## src/rtl/acc_norm_pkg.sv

```systemverilog
// Shared types and latency constants for the dot-product accumulate/normalise sequencer.
package acc_norm_pkg;

  typedef enum logic [2:0] {IDLE, ACCUM, DRAIN, NORM, HOLD} state_e;

  localparam int ACC_LAT_DEF  = 4;
  localparam int NORM_LAT_DEF = 3;
  localparam int VLD_W_DEF    = 12;

  // The valid pipe must cover the full drain+normalise window plus the last term.
  function automatic bit lat_legal(input int acc_lat, input int norm_lat, input int vld_w);
    return (acc_lat >= 1) && (norm_lat >= 1) && (acc_lat + norm_lat + 1 <= vld_w);
  endfunction

endpackage

```

## src/rtl/acc_norm_seq_lat_timer.sv

```systemverilog
// Loadable down-counter; done is high on the last cycle of a loaded interval while enabled.
module lat_timer #(
  parameter int W = 3
) (
  input  logic         clk_i,
  input  logic         rst,
  input  logic         load,
  input  logic [W-1:0] load_val,
  input  logic         en,
  output logic         done
);

  logic [W-1:0] cnt;

  always_ff @(posedge clk_i) begin
    if (rst)                    cnt <= '0;
    else if (load)              cnt <= load_val;
    else if (en && cnt != '0)   cnt <= cnt - W'(1);
  end

  assign done = en & (cnt == '0);

endmodule

```

## src/rtl/acc_norm_seq.sv

```systemverilog
// K-term accumulate then normalise sequencer with valid/ready in and backpressured result.
// Optional abort input enabled by defining ACC_NORM_SEQ_ABORT_EN.
module acc_norm_seq
  import acc_norm_pkg::*;
#(
  parameter int K        = 9,
  parameter int ACC_LAT  = ACC_LAT_DEF,
  parameter int NORM_LAT = NORM_LAT_DEF,
  parameter int VLD_W    = VLD_W_DEF,
  parameter int CNT_W    = $clog2(K + 1)
) (
  input  logic             clk_i,
  input  logic             rst,
  input  logic             in_vld,
  output logic             in_rdy,
  output logic             acc_clr,
  output logic             acc_en,
  output logic [VLD_W-1:0] vld_d,
  output logic             acc_rdy,
  output logic             out_vld,
  input  logic             out_rdy,
`ifdef ACC_NORM_SEQ_ABORT_EN
  input  logic             abort,
`endif
  output logic [CNT_W-1:0] term_cnt,
  output logic             busy
);

  localparam int LAT_MAX = (ACC_LAT > NORM_LAT) ? ACC_LAT : NORM_LAT;
  localparam int LAT_W   = $clog2(LAT_MAX + 1);

  if (!lat_legal(ACC_LAT, NORM_LAT, VLD_W) || K < 1) begin : g_bad_cfg
    $error("acc_norm_seq: illegal K/ACC_LAT/NORM_LAT/VLD_W combination");
  end

  state_e     state;
  logic       fire, kill, last, feed;
  logic       t_load, t_en, t_done;
  logic [LAT_W-1:0] t_val;

`ifdef ACC_NORM_SEQ_ABORT_EN
  assign kill = abort & (state != IDLE);
`else
  assign kill = 1'b0;
`endif

  assign in_rdy = (state == IDLE) | (state == ACCUM);
  assign fire   = in_vld & in_rdy;
  assign busy   = (state != IDLE);
  // term_cnt is 0 in IDLE, so only the K==1 case can finish on the first beat
  assign last   = (K == 1) || (term_cnt == CNT_W'(K - 1));
  assign feed   = ~kill & (fire | (state inside {DRAIN, NORM, HOLD}));

  assign t_en   = (state == DRAIN) | (state == NORM);
  assign t_load = (fire & ~kill & last) | ((state == DRAIN) & t_done & ~kill);
  assign t_val  = (state == DRAIN) ? LAT_W'(NORM_LAT - 1) : LAT_W'(ACC_LAT - 1);

  lat_timer #(.W(LAT_W)) u_timer (
    .clk_i    (clk_i),
    .rst      (rst),
    .load     (t_load),
    .load_val (t_val),
    .en       (t_en),
    .done     (t_done)
  );

  always_ff @(posedge clk_i) begin
    if (rst) begin
      state    <= IDLE;
      term_cnt <= '0;
      acc_clr  <= 1'b0;
      acc_en   <= 1'b0;
      acc_rdy  <= 1'b0;
      out_vld  <= 1'b0;
      vld_d    <= '0;
    end else begin
      acc_clr <= 1'b0;
      acc_en  <= 1'b0;
      acc_rdy <= 1'b0;
      vld_d   <= {vld_d[VLD_W-2:0], feed};
      if (kill) begin
        state    <= IDLE;
        term_cnt <= '0;
        out_vld  <= 1'b0;
      end else begin
        case (state)
          IDLE, ACCUM: if (fire) begin
            acc_en   <= 1'b1;
            acc_clr  <= (state == IDLE);
            term_cnt <= term_cnt + CNT_W'(1);
            state    <= last ? DRAIN : ACCUM;
          end
          DRAIN: if (t_done) begin
            state   <= NORM;
            acc_rdy <= 1'b1;
          end
          NORM: if (t_done) begin
            state   <= HOLD;
            out_vld <= 1'b1;
          end else begin
            acc_rdy <= 1'b1;
          end
          HOLD: if (out_rdy) begin
            out_vld  <= 1'b0;
            term_cnt <= '0;
            state    <= IDLE;
          end
          default: state <= IDLE;
        endcase
      end
    end
  end

endmodule

```

## config.mk

```make
export PLATFORM = sky130hd
export DESIGN_NAME = acc_norm_seq
export DESIGN_NICKNAME = d
export VERILOG_FILES = /design/src/rtl/acc_norm_pkg.sv /design/src/rtl/acc_norm_seq_lat_timer.sv /design/src/rtl/acc_norm_seq.sv
export SDC_FILE = /design/constraint.sdc
export NUM_CORES = 1
export LEC_CHECK = 0
export BUFFER_PORTS_ARGS = -buffer_cell sky130_fd_sc_hd__buf_2
export CORE_MARGIN = 1
export CORE_UTILIZATION = 35
export CTS_CLUSTER_DIAMETER = 80
export DETAILED_ROUTE_END_ITERATION = 10
export GPL_ROUTABILITY_DRIVEN = 1
export HOLD_SLACK_MARGIN = 0.1
export SYNTH_ARGS = -nofsm -noshare
export SYNTH_HDL_FRONTEND = slang
export SYNTH_SLANG_ARGS = --single-unit
```

## constraint.sdc

```tcl
create_clock -name clk_i -period 2.2 [get_ports clk_i]
set_input_delay 0.11 -clock clk_i [delete_from_list [all_inputs] [get_ports clk_i]]
set_output_delay 0.11 -clock clk_i [all_outputs]
set_load 0.02 [all_outputs]
```

# Word-level counts from Yosys, hierarchy flattened
# Index checks and enable logic that the tools add are counted.
[word_totals] reg_bits=26 in_bits=4 out_inout_bits=22 wordCells=63
[op_classes] addsub=2 eq_ne=9 mux=19 bitwise=10 n_reduce_logical=15
[ops] operator="$mux W3" n=6
[ops] operator="$pmux W3 S4" n=1
[ops] operator="$reduce_bool A3 Y1" n=3
[ops] operator="$mux W4" n=2
[ops] operator="$ne A2 B2 Y1 const B" n=4
[ops] operator="$pmux W4 S2" n=1
[ops] operator="$eq A3 B2 Y1 const B" n=2
[ops] operator="$logic_not A3 Y1" n=2
[ops] operator="$mux W1" n=6
[ops] operator="$reduce_and A3 Y1" n=2
[ops] operator="$reduce_bool A2 Y1" n=3
[ops] operator="$add A4 B1 Y4 const B" n=1
[ops] operator="$and A1 B1 Y1" n=4
[ops] operator="$eq A4 B4 Y1 const B" n=1
[ops] operator="$or A1 B1 Y1" n=4
[ops] operator="$pmux W1 S2" n=2
[ops] operator="$reduce_and A4 Y1" n=1
[ops] operator="$reduce_or A2 Y1" n=2
[ops] operator="$eq A3 B1 Y1 const B" n=1
[ops] operator="$eq A3 B3 Y1 const B" n=1
[ops] operator="$reduce_or A3 Y1" n=1
[ops] operator="$sub A3 B1 Y3 const B" n=1
[ops] operator="$mux W2" n=1
[ops] operator="$not A1 Y1" n=2
[ops] operator="$logic_and A1 B1 Y1" n=1

# Logic depth before layout (Yosys ltp)
# Gate-level depths: netlist (run 1).
[depth] ltp_word=6 ltp_mapped=7 depth_no_buf=6

# By module
# Synthesis (run 1) repeated with hierarchy kept, for this count alone.
[hier_totals] cells_unflattened=126 hier_area_um2=1183.6
[modules_own_cells] module="acc_norm_seq" n_inst=1 cells_per_inst=103 area_each_um2=972.2 seq_area_each_um2=460.4
[modules_own_cells] module="lat_timer" n_inst=1 cells_per_inst=23 area_each_um2=211.5 seq_area_each_um2=60.1

# Least setup slack after synthesis (run 1)
# No wires, ideal clock.
[synth_timing] path_kind="register to register" from="register u_timer.cnt[0]" to="register u_timer.cnt[1]" setup_time_ps=67 arrival_ps=1705 required_ps=2133 setup_slack_ps=428 path_stages_with_launch=8 path_buffers=1 period_less_slack_ps=1772 cell_sequence="dfxtp_1 -> inv_1 -> ha_1 -> ha_1 -> buf_2 -> nor3b_1 -> mux2_2 -> a21oi_2"
[synth_via] elab_chain_cells=5 word_cells_on_any_way=10 cone_classes="add/sub (1); mux (2); bitwise (3); reduce/logical (4)"
[synth_lines] item="start, declared" line="acc_norm_seq_lat_timer.sv:13" rtl="logic [W-1:0] cnt;"
[synth_lines] item="start signal, assigned" line="acc_norm_seq_lat_timer.sv:17" rtl="else if (load) cnt <= load_val;"
[synth_lines] item="start signal, assigned" line="acc_norm_seq_lat_timer.sv:18" rtl="else if (en && cnt != '0) cnt <= cnt - W'(1);"
[synth_lines] item="parallel branches: the longest is 5 deep, another holds $sub A3 B1 Y3"
# Parallel ways; which one is timed is not known. The select of a mux whose other input is x is not followed.
# A chain may end at the register's enable or synchronous reset.

# Final worst setup path (run 1)
# Same ends and word-level chain as after synthesis.

==> metrics, run 1 <==
CTS Buffer Depth 2; Hold Crit Endpoint acc_en$_SDFF_PP0_; FFs w/ async S/R, synth 0; clock-pin slew on the worst setup and hold paths 140 ps; CTS tree done; Total Power 0.000884 W; fmax between 0.5 and 0.6 GHz; # rows 19; LEAKAGE ~0.54 nW; ratio of final minimum period to clock period 0.880; Tot GR Track Use 0.126; fin area 1270 sq um; largest vdd supply drop 254 uV; top area cells in the synthesized netlist dfxtp_1, nor2b_1, ha_1; beginning of the critical path u_timer.cnt[0]$_SDFFE_PP0P_; final setup violation count 0; status finished, violations left; relative slew slack 0.668; WL final 1910 um; skew final 3.19 ps; Placed Area between 1000 and 1500 sq um; Core ar. about 2900 sq um; Cell variety after synth 36; post-route ant nets 0; Yosys reg bits 26; Final Hold Fails 0; Die Y 57.9 um; violated checks DRC; post-synthesis cell count roughly 110; drt drc 2; fraction of layout cells with a size suffix above 1 0.250; Post-DP HPWL between 1000 and 1500 um; sequential area share after synthesis 0.476; CP required about 2500 ps; hold_sp rst; Root Buffer Master clkbuf_4; first-pass GRT wire length roughly 3200 um; CP startpoint kind register; Resized Gates After CTS 0; syn_area_per_cell 9.85 sq um; worst r2r dst u_timer.cnt[1]$_SDFFE_PP0P_; hold path depth 2; via count 819; RePlAce Congestion ~0.7; setup TNS 0 ps; CTS hold repair buffers 2; Post-synth EDFFs 0; P per Cell Area a little under 700 nW/um^2; PortBufs 25; Post-Syn Area around 1100 sq um; Tmin final a little under 2000 ps; Worst EP arrival between 2000 and 2500 ps; Crit Path Max Fanout 8; largest net degree at the start of global routing 29; number of global-route vias before repair about 690; detailed-route wire length per cell 11.7 um; total CTS buffers 3; r2r worst-path depth 6; grt ovf 0; initial antenna violation count 0; critical path class register to register; ant diodes 0; DR vias/cell 5.02; max_cap viols 0; Synth Warn # 0; HP Class primary input to register; syn_nets 119; area share of the largest cell type after synthesis 0.476; Final Max Slew Viols 0; Pre-antenna DRT Iters 7; area grow syn2layout 16.5%; io pins 26; worst reg2reg setup slack ~260 ps; post-CTS setup buffer count 0; Worst-Margin Slew ~500 ps; area leader, netlist dfxtp_1; RSZ-0062 raised after global routing no; DRT iter0 DRCs 7; CTS Sinks 26; Place WS between 200 and 300 ps; H-tree depth 1; Worst-Skew Late Latency 330 ps; final net count 141; R2R Path Start u_timer.cnt[0]$_SDFFE_PP0P_; Final WS setup 263 ps; Die Area 3350 sq um; Initial Utilization 0.383; ys flop type dfxtp_1; CP Capture Type register; Die Span X 57.9 um
cells in the mapped netlist, drive strengths merged (2+ instances only):
cell,n
clkbuf,5
nor2,8
o31ai,2
or3b,3
nand3,2
inv,7
a21oi,5
a211oi,4
dfxtp,26
mux2i,3
buf,5
nor3,3
nand3b,4
ha,4
nor2b,11
stage by stage:
stage               std cells   util  hold WS [ps]
finish                    163  0.446           205
global placement          157  0.421           429
global route              163  0.446           222
detailed placement        157  0.421           432
floorplan                 111      -           250
CTS                       163  0.446           213
worst max-delay path: stages, from the launching register on:
cell,delay [ps]
dfxtp_1,380
inv_1,50
ha_1,190
ha_1,280
nor3b_1,460
mux2_2,400
a21oi_2,120
placed cells by master, fill, tap and decap left out, drive strengths merged, types with 2 or more instances in the layout:
master,instances
dlygate4sd3,2
nor2,8
or3b,3
nand3b,4
dfxtp,26
buf,25
a211oi,4
mux2i,3
nor3,3
a21oi,5
ha,4
o31ai,2
inv,7
nand3,2
clkbuf,3
nor2b,11
cell families after synthesis:
logic type	count (synthesis)	synth area share
compound gates	17	0.112
mux	4	0.0378
flops	26	0.476
xor+xnor	1	0.00801
simple gates	42	0.245
fa+ha+maj	4	0.0458
buf+inv	17	0.0755
sequential cells by signal (all words and copies together), names as in the netlist:
signal and flops:
acc_en 1, term_cnt 4, acc_clr 1, state 3, u_timer.cnt 3, out_vld 1, acc_rdy 1, vld_d 12
cell type report:
cell class | count | area [sq um]
inverters | 7 | 26.3
repair buffers | 27 | 145
clock inverters | 1 | 30.0
fillers | 299 | 1580
well taps | 31 | 38.8
multi-input cells | 68 | 490
clock buffers | 3 | 22.5
flip-flops and latches | 26 | 520
report_power, final:
part           total [W]  internal [W]  switching, W
Sequential      0.000489      0.000481    0.00000879
Clock           0.000334      0.000185      0.000149
Combinational  0.0000614     0.0000249     0.0000366
Total           0.000884      0.000690      0.000194
how the worst max path moves through the flow:
stage,cells past startpoint,to
after floorplan,7,u_timer.cnt[1]$_SDFFE_PP0P_
after global placement,6,u_timer.cnt[1]$_SDFFE_PP0P_
after detailed placement,6,u_timer.cnt[1]$_SDFFE_PP0P_
after CTS,6,u_timer.cnt[1]$_SDFFE_PP0P_
after global routing,6,u_timer.cnt[1]$_SDFFE_PP0P_
final,6,u_timer.cnt[1]$_SDFFE_PP0P_
per-layer routing:
layer / global-route usage / share of wire / vias to the layer above
met5: 0 / 0 / -
met4: 0.0714 / 0.027 / 0
met3: 0.0290 / 0.051 / 5
met2: 0.184 / 0.42 / 19
met1: 0.171 / 0.50 / 372
li1: - / - / 423
No activity file was read; power rests on OpenSTA's default activity.
==> run 2, diff against run 1 <==
MAX_ROUTING_LAYER = met4   (was not set)
PLACE_DENSITY = 0.54   (was not set)
==> run 2 against run 1 <==
Compared with the run above: the run still ends with DRC left; register-to-register slack better by 170 ps; highest routed layer unchanged; sequential power hardly changed; non-clock buffer count stayed put; die area did not move; total power shrank 1.5%.
==> metrics, run 2 (synthesis gave the netlist of run 1 again) <==
status finished, violations left (unchanged); violated checks DRC (unchanged); Fill cells 280 (was 299); hold_sp in_vld (was rst); # rows 19 (unchanged); critical-path cell list inv_1, ha_1, ha_1, nor3b_1, mux2_2, a21oi_2 (unchanged); Final Hold Fails 0 (unchanged); crit-path max cell delay 380 ps (was 460 ps); detailed-route wire length per cell 12.3 um (was 11.7 um); PortBufs 25 (unchanged); Worst-Skew Late Latency 310 ps (was 330 ps); Worst EP arrival 2020 ps (was 2220 ps); Hold Crit Endpoint vld_d[0]$_SDFF_PP0_ (was acc_en$_SDFF_PP0_); commonest non-fill, non-tap cells in the layout dfxtp_1, buf_2, nor2b_1, nor2_1, inv_1 (unchanged); footprint of the multi-input gates 490 sq um (unchanged); fmax 0.567 GHz (was 0.516 GHz); ant diodes 0 (unchanged); Root Buffer Master clkbuf_4 (unchanged); drt drc 3 (was 2); WL final 2010 um (was 1910 um); CP startpoint kind register (unchanged); CP Capture Type register (unchanged); ratio of final minimum period to clock period 0.802 (was 0.880); Sequential Area 520 sq um (unchanged); Final WS setup 435 ps (was 263 ps); DR vias/cell 5.08 (was 5.02); area grow syn2layout 16.2% (was 16.5%); biggest regs vld_d (12), term_cnt (4) (unchanged); R2R Path Start u_timer.cnt[0]$_SDFFE_PP0P_ (unchanged); DRT iter0 DRCs 33 (was 7); via count 828 (was 819); RSZ-0062 raised after global routing no (unchanged); Place WS 474 ps (was 290 ps); Core Util, Final 0.446 (about the same); Top Family by Delay on Critical Path adder cells (unchanged); Die Span X 57.9 um (unchanged); initial antenna violation count 0 (unchanged); Core ar. 2850 sq um (unchanged); CTS tree done (unchanged); io pins 26 (unchanged); max reg flops 12 (unchanged); CTS hold repair buffers 1 (was 2); Initial Utilization 0.383 (unchanged); r2r worst-path depth 6 (unchanged); Resized Gates After CTS 0 (unchanged); final setup violation count 0 (unchanged); total CTS buffers 3 (unchanged); post-route ant nets 0 (unchanged); fraction of layout cells with a size suffix above 1 0.258 (was 0.250); largest vdd supply drop 348 uV (was 254 uV); worst reg2reg setup slack 440 ps (was 260 ps); CTS Buffer Depth 2 (unchanged); Pre-antenna DRT Iters 7 (unchanged); commonest non-fill, non-tap cell in the layout dfxtp_1 (unchanged); first-pass GRT wire length 3510 um (was 3200 um); clock-pin slew on the worst setup and hold paths 130 ps (was 140 ps); worst path bufs/invs 1 (unchanged); Die Area 3350 sq um (unchanged); grt ovf 0 (unchanged); post-CTS setup buffer count 0 (unchanged); critical path class register to register (unchanged); largest net degree at the start of global routing 29 (unchanged); Tmin final 1760 ps (was 1940 ps); setup TNS 0 ps (unchanged); RePlAce Congestion 0.724 (was 0.702); Worst-Margin Slew 535 ps (was 497 ps); CTS Sinks 26 (unchanged); CP required 2460 ps (was 2480 ps); Crit Path Max Fanout 8 (unchanged); Total Power 0.000871 W (was 0.000884 W); Tot GR Track Use 0.138 (was 0.126); final net count 141 (unchanged); LEAKAGE 0.540 nW (was 0.538 nW); Die Y 57.9 um (unchanged); Post-DP HPWL 1350 um (was 1260 um); Largest Register vld_d (unchanged); HP Class primary input to register (unchanged); P per Cell Area 685 nW/um^2 (was 694 nW/um^2); max_cap viols 0 (unchanged); Most Frequent Cell on Critical Path ha_1 (unchanged); hold path depth 3 (was 2); skew final 2.16 ps (was 3.19 ps); Final Max Slew Viols 0 (unchanged); relative slew slack 0.643 (was 0.668); worst r2r dst u_timer.cnt[1]$_SDFFE_PP0P_ (unchanged); number of global-route vias before repair 772 (was 691); H-tree depth 1 (unchanged); critical path's slowest cell dfxtp_1 (was nor3b_1)
-- run 2: changes by cell type in the layout (fill, tap and decap cells not counted), sizes merged --
cell,change
buf,+1
dlygate4sd3,-1
-- run 2: where the power goes --
group	internal (W)	total [W]	switching (W)	leakage, nW
sequential	0.000481	0.000490	0.00000908	0.211
combinational	0.0000235	0.0000607	0.0000372	0.301
clock	0.000184	0.000321	0.000137	0.0279
total	0.000688	0.000871	0.000183	0.540
-- run 2: cell type report --
cell class / count / share of cell area
sequential: 26 / 0.409
multi-input combinational: 68 / 0.386
timing repair buffer: 27 / 0.112
tap: 31 / 0.0305
clock inverter: 1 / 0.0236
inverter: 7 / 0.0207
clock buffer: 3 / 0.0177
-- run 2: worst max-delay path by stage --
stage                     cells past startpoint                        start                           to  slack, ps
after global placement                        6  u_timer.cnt[0]$_SDFFE_PP0P_  u_timer.cnt[1]$_SDFFE_PP0P_        520
after global routing                          7  u_timer.cnt[0]$_SDFFE_PP0P_  u_timer.cnt[2]$_SDFFE_PP0P_        290
after detailed placement                      6  u_timer.cnt[0]$_SDFFE_PP0P_  u_timer.cnt[1]$_SDFFE_PP0P_        470
final                                         6  u_timer.cnt[0]$_SDFFE_PP0P_  u_timer.cnt[1]$_SDFFE_PP0P_        440
after CTS                                     6  u_timer.cnt[0]$_SDFFE_PP0P_  u_timer.cnt[1]$_SDFFE_PP0P_        430
after floorplan                               7  u_timer.cnt[0]$_SDFFE_PP0P_  u_timer.cnt[1]$_SDFFE_PP0P_        430
-- run 2: metal layers --
layer | up-vias | wire length [um] | track usage
met5 | - | 0 | -
met4 | 0 | 12 | 0.0306
li1 | 423 | - | -
met1 | 381 | 1050 | 0.175
met2 | 22 | 853 | 0.218
met3 | 2 | 99 | 0.0424
-- run 2: worst register-to-register path, delay by kind of cell, from the launching register on --
| family | cells | cell delay [ps] |
|---|---|---|
| AOI/OAI and AO/OA | 1 | 120 |
| adders and majority gates | 2 | 480 |
| buffers and inverters | 1 | 50 |
| DFF | 1 | 380 |
| muxes | 1 | 380 |
| and+or+nand+nor | 1 | 300 |
-- run 2: metrics by stage --
stage / instance area, sq um / hold WS (ps) / cells
floorplan: 1090 / 250 / 111
global placement: 1210 / 431 / 158
detailed placement: 1210 / 442 / 158
CTS: 1270 / 116 / 163
global route: 1270 / 165 / 163
finish: 1270 / 131 / 163
==> run 3, diff against run 2 <==
ABC_AREA = 1   (was not set)
clock period = 1.8 ns   (was 2.2 ns; I/O delays follow)
==> run 3 against run 2 <==
Compared with the run above: wire length up 6.2%; largest cell class unchanged; global-route usage increased by 0.96 points; worst setup slack got worse by 8.1 ps; total power grew 27%; the flow now finishes without violations; highest routed layer unchanged.
==> metrics, run 3 <==
via count 946 (was 828); worst path bufs/invs 1 (unchanged); syn_area_per_cell 7.50 sq um (was 9.85 sq um); Worst-Skew Late Latency 330 ps (was 310 ps); status completed (was finished, violations left); commonest non-fill, non-tap cell in the layout inv_1 (was dfxtp_1); post-synthesis cell count 146 (was 111); Final Max Slew Viols 0 (unchanged); io pins 26 (unchanged); H-tree depth 1 (unchanged); max reg flops 12 (unchanged); Worst EP arrival 1280 ps (was 2020 ps); largest family of logic cells by synthesized area simple AND/OR/NAND/NOR gates (unchanged); # rows 19 (unchanged); Largest Register vld_d (unchanged); post-route ant nets 0 (unchanged); Post-synth EDFFs 0 (unchanged); max_cap viols 0 (unchanged); r2r worst-path depth 9 (was 6); CP Capture Type output pin (was register); LEAKAGE 0.701 nW (was 0.540 nW); commonest non-fill, non-tap cells in the layout inv_1, dfxtp_1, nand2_1, buf_2, nor2_1 (was dfxtp_1, buf_2, nor2b_1, nor2_1, inv_1); WL final 2140 um (was 2010 um); detailed-route wire length per cell 10.4 um (was 12.3 um); Core Util, Final 0.464 (was 0.446); skew final 1.08 ps (was 2.16 ps); RePlAce Congestion 0.745 (was 0.724); number of global-route vias before repair 880 (was 772); area leader, netlist dfxtp_1 (unchanged); relative slew slack 0.748 (was 0.643); Die Y 57.9 um (about the same); FFs w/ async S/R, synth 0 (unchanged); Root Buffer Master clkbuf_4 (unchanged); DR vias/cell 4.59 (was 5.08); largest vdd supply drop 364 uV (was 348 uV); final net count 184 (was 141); HP Class primary input to register (unchanged); top area cells in the synthesized netlist dfxtp_1, inv_1, nand2_1 (was dfxtp_1, nor2b_1, ha_1); Worst-Margin Slew 378 ps (was 535 ps); sequential area share after synthesis 0.475 (was 0.476); CTS tree done (unchanged); grt ovf 0 (unchanged); PortBufs 25 (unchanged); critical path's slowest cell dfxtp_1 (unchanged); Total Power 0.00111 W (was 0.000871 W); drt drc 0 (was 3); most frequent cells after synthesis inv_1, dfxtp_1, nand2_1 (was dfxtp_1, nor2b_1, nor2_1); CP startpoint kind register (unchanged); RSZ-0062 raised after global routing no (unchanged); ant diodes 0 (unchanged); Yosys reg bits 26 (unchanged); total CTS buffers 3 (unchanged); Tot GR Track Use 0.148 (was 0.138); fraction of layout cells with a size suffix above 1 0.211 (was 0.258); Post-Syn Area 1090 sq um (about the same); post-synthesis xor/xnor area fraction 0.00800 (was 0.00801); initial antenna violation count 0 (unchanged); first-pass GRT wire length 3770 um (was 3510 um); path length in cells of the critical path 4 (was 6); Tmin final 1370 ps; Die Span X 57.9 um (about the same); Initial Utilization 0.384 (was 0.383); area share of the largest cell type after synthesis 0.475 (was 0.476); Crit Path Max Fanout 7 (was 8); clock-pin slew on the worst setup and hold paths 150 ps (was 130 ps); Simple-Gate Fraction of Synth Area 0.280 (was 0.245); largest net degree at the start of global routing 22 (was 29); Pre-antenna DRT Iters 5 (was 7); Die Area 3360 sq um (was 3350 sq um); Post-DP HPWL 1560 um (was 1350 um); ys flop type dfxtp_1 (unchanged); Cell variety after synth 19 (was 36); CTS Sinks 26 (unchanged); syn_nets 154 (was 119); CP required 1710 ps (was 2460 ps); hold path depth 2 (was 3); count leader, synth inv_1 (was dfxtp_1); Synth Area in Compound Gates 0.0743 (was 0.112); post-synthesis adder-cell area fraction 0.0457 (was 0.0458); setup TNS 0 ps (unchanged); ratio of final minimum period to clock period 0.763; fmax 0.728 GHz; biggest regs vld_d (12), term_cnt (4) (unchanged); CTS Buffer Depth 2 (unchanged); crit-path max cell delay 390 ps (was 380 ps); mux cell area share after synthesis 0 (was 0.0378); Top Family by Delay on Critical Path simple AND/OR/NAND/NOR gates (was adder cells); Core ar. 2850 sq um (unchanged); area grow syn2layout 20.9% (was 16.2%); Final Hold Fails 0 (unchanged); P per Cell Area 836 nW/um^2 (was 685 nW/um^2); critical-path cell list nor2_2, nand2_2, nand2_4, buf_2 (was inv_1, ha_1, ha_1, nor3b_1, mux2_2, a21oi_2); final setup violation count 0 (unchanged); DRT iter0 DRCs 24 (was 33); critical path class register to output pin (was register to register); Synth Warn # 0 (unchanged)
## run 3: cells by family after synthesis
group / Yosys count
adder cells (fa/ha/maj): 4
AO/OA/AOI/OAI: 15
XOR/XNOR: 1
flip-flops: 26
buffers and inverters: 34
AND/OR/NAND/NOR: 66
## run 3: routing by layer
layer	GRT usage	part of all wire	up-vias
met2	0.248	0.48	16
met4	0.0510	0.013	0
met3	0.0201	0.030	4
met1	0.183	0.48	423
li1	-	-	503
met5	-	0	-
## run 3: path summary, 6_finish.rpt
| path | start | to | slack (ps) |
|---|---|---|---|
| min | rst | vld_d[10]$_SDFF_PP0_ | 140 |
| min reg2reg | vld_d[8]$_SDFF_PP0_ | vld_d[9]$_SDFF_PP0_ | 420 |
| max reg2reg | u_timer.cnt[0]$_SDFFE_PP0P_ | u_timer.cnt[1]$_SDFFE_PP0P_ | 450 |
| max | state[0]$_SDFFE_PP0P_ | in_rdy | 430 |
## run 3: power by group
| group | switching, W | total, W | internal [W] |
|---|---|---|---|
| registers | 0.0000113 | 0.000599 | 0.000588 |
| clock network | 0.000186 | 0.000411 | 0.000225 |
| logic | 0.0000631 | 0.0000957 | 0.0000325 |
| total | 0.000261 | 0.00111 | 0.000846 |
## run 3: per-stage QoR
step                      hold WS, ps  cells  setup slack (ps)  area [sq um]
after floorplan                   236    146               438          1090
after detailed placement          408    200               450          1250
after global placement            402    200               445          1250
final                             140    206               427          1320
after CTS                         145    206               414          1320
after global routing              154    206               247          1320
## run 3: final cells by class
class / instances / area (sq um)
Clock inverter: 1 / 30.0
Sequential cell: 26 / 520
Clock buffer: 3 / 22.5
Multi-Input combinational cell: 86 / 447
Inverter: 32 / 120
Tap cell: 31 / 38.8
Fill cell: 309 / 1530
Timing Repair Buffer: 27 / 145
## run 3: timing repair
action,CTS,global route
hold buffers,2,0
endpoints found under the hold margin,5,0
setup buffers,0,0
resized for setup,0,0
endpoints found under the setup margin,0,0
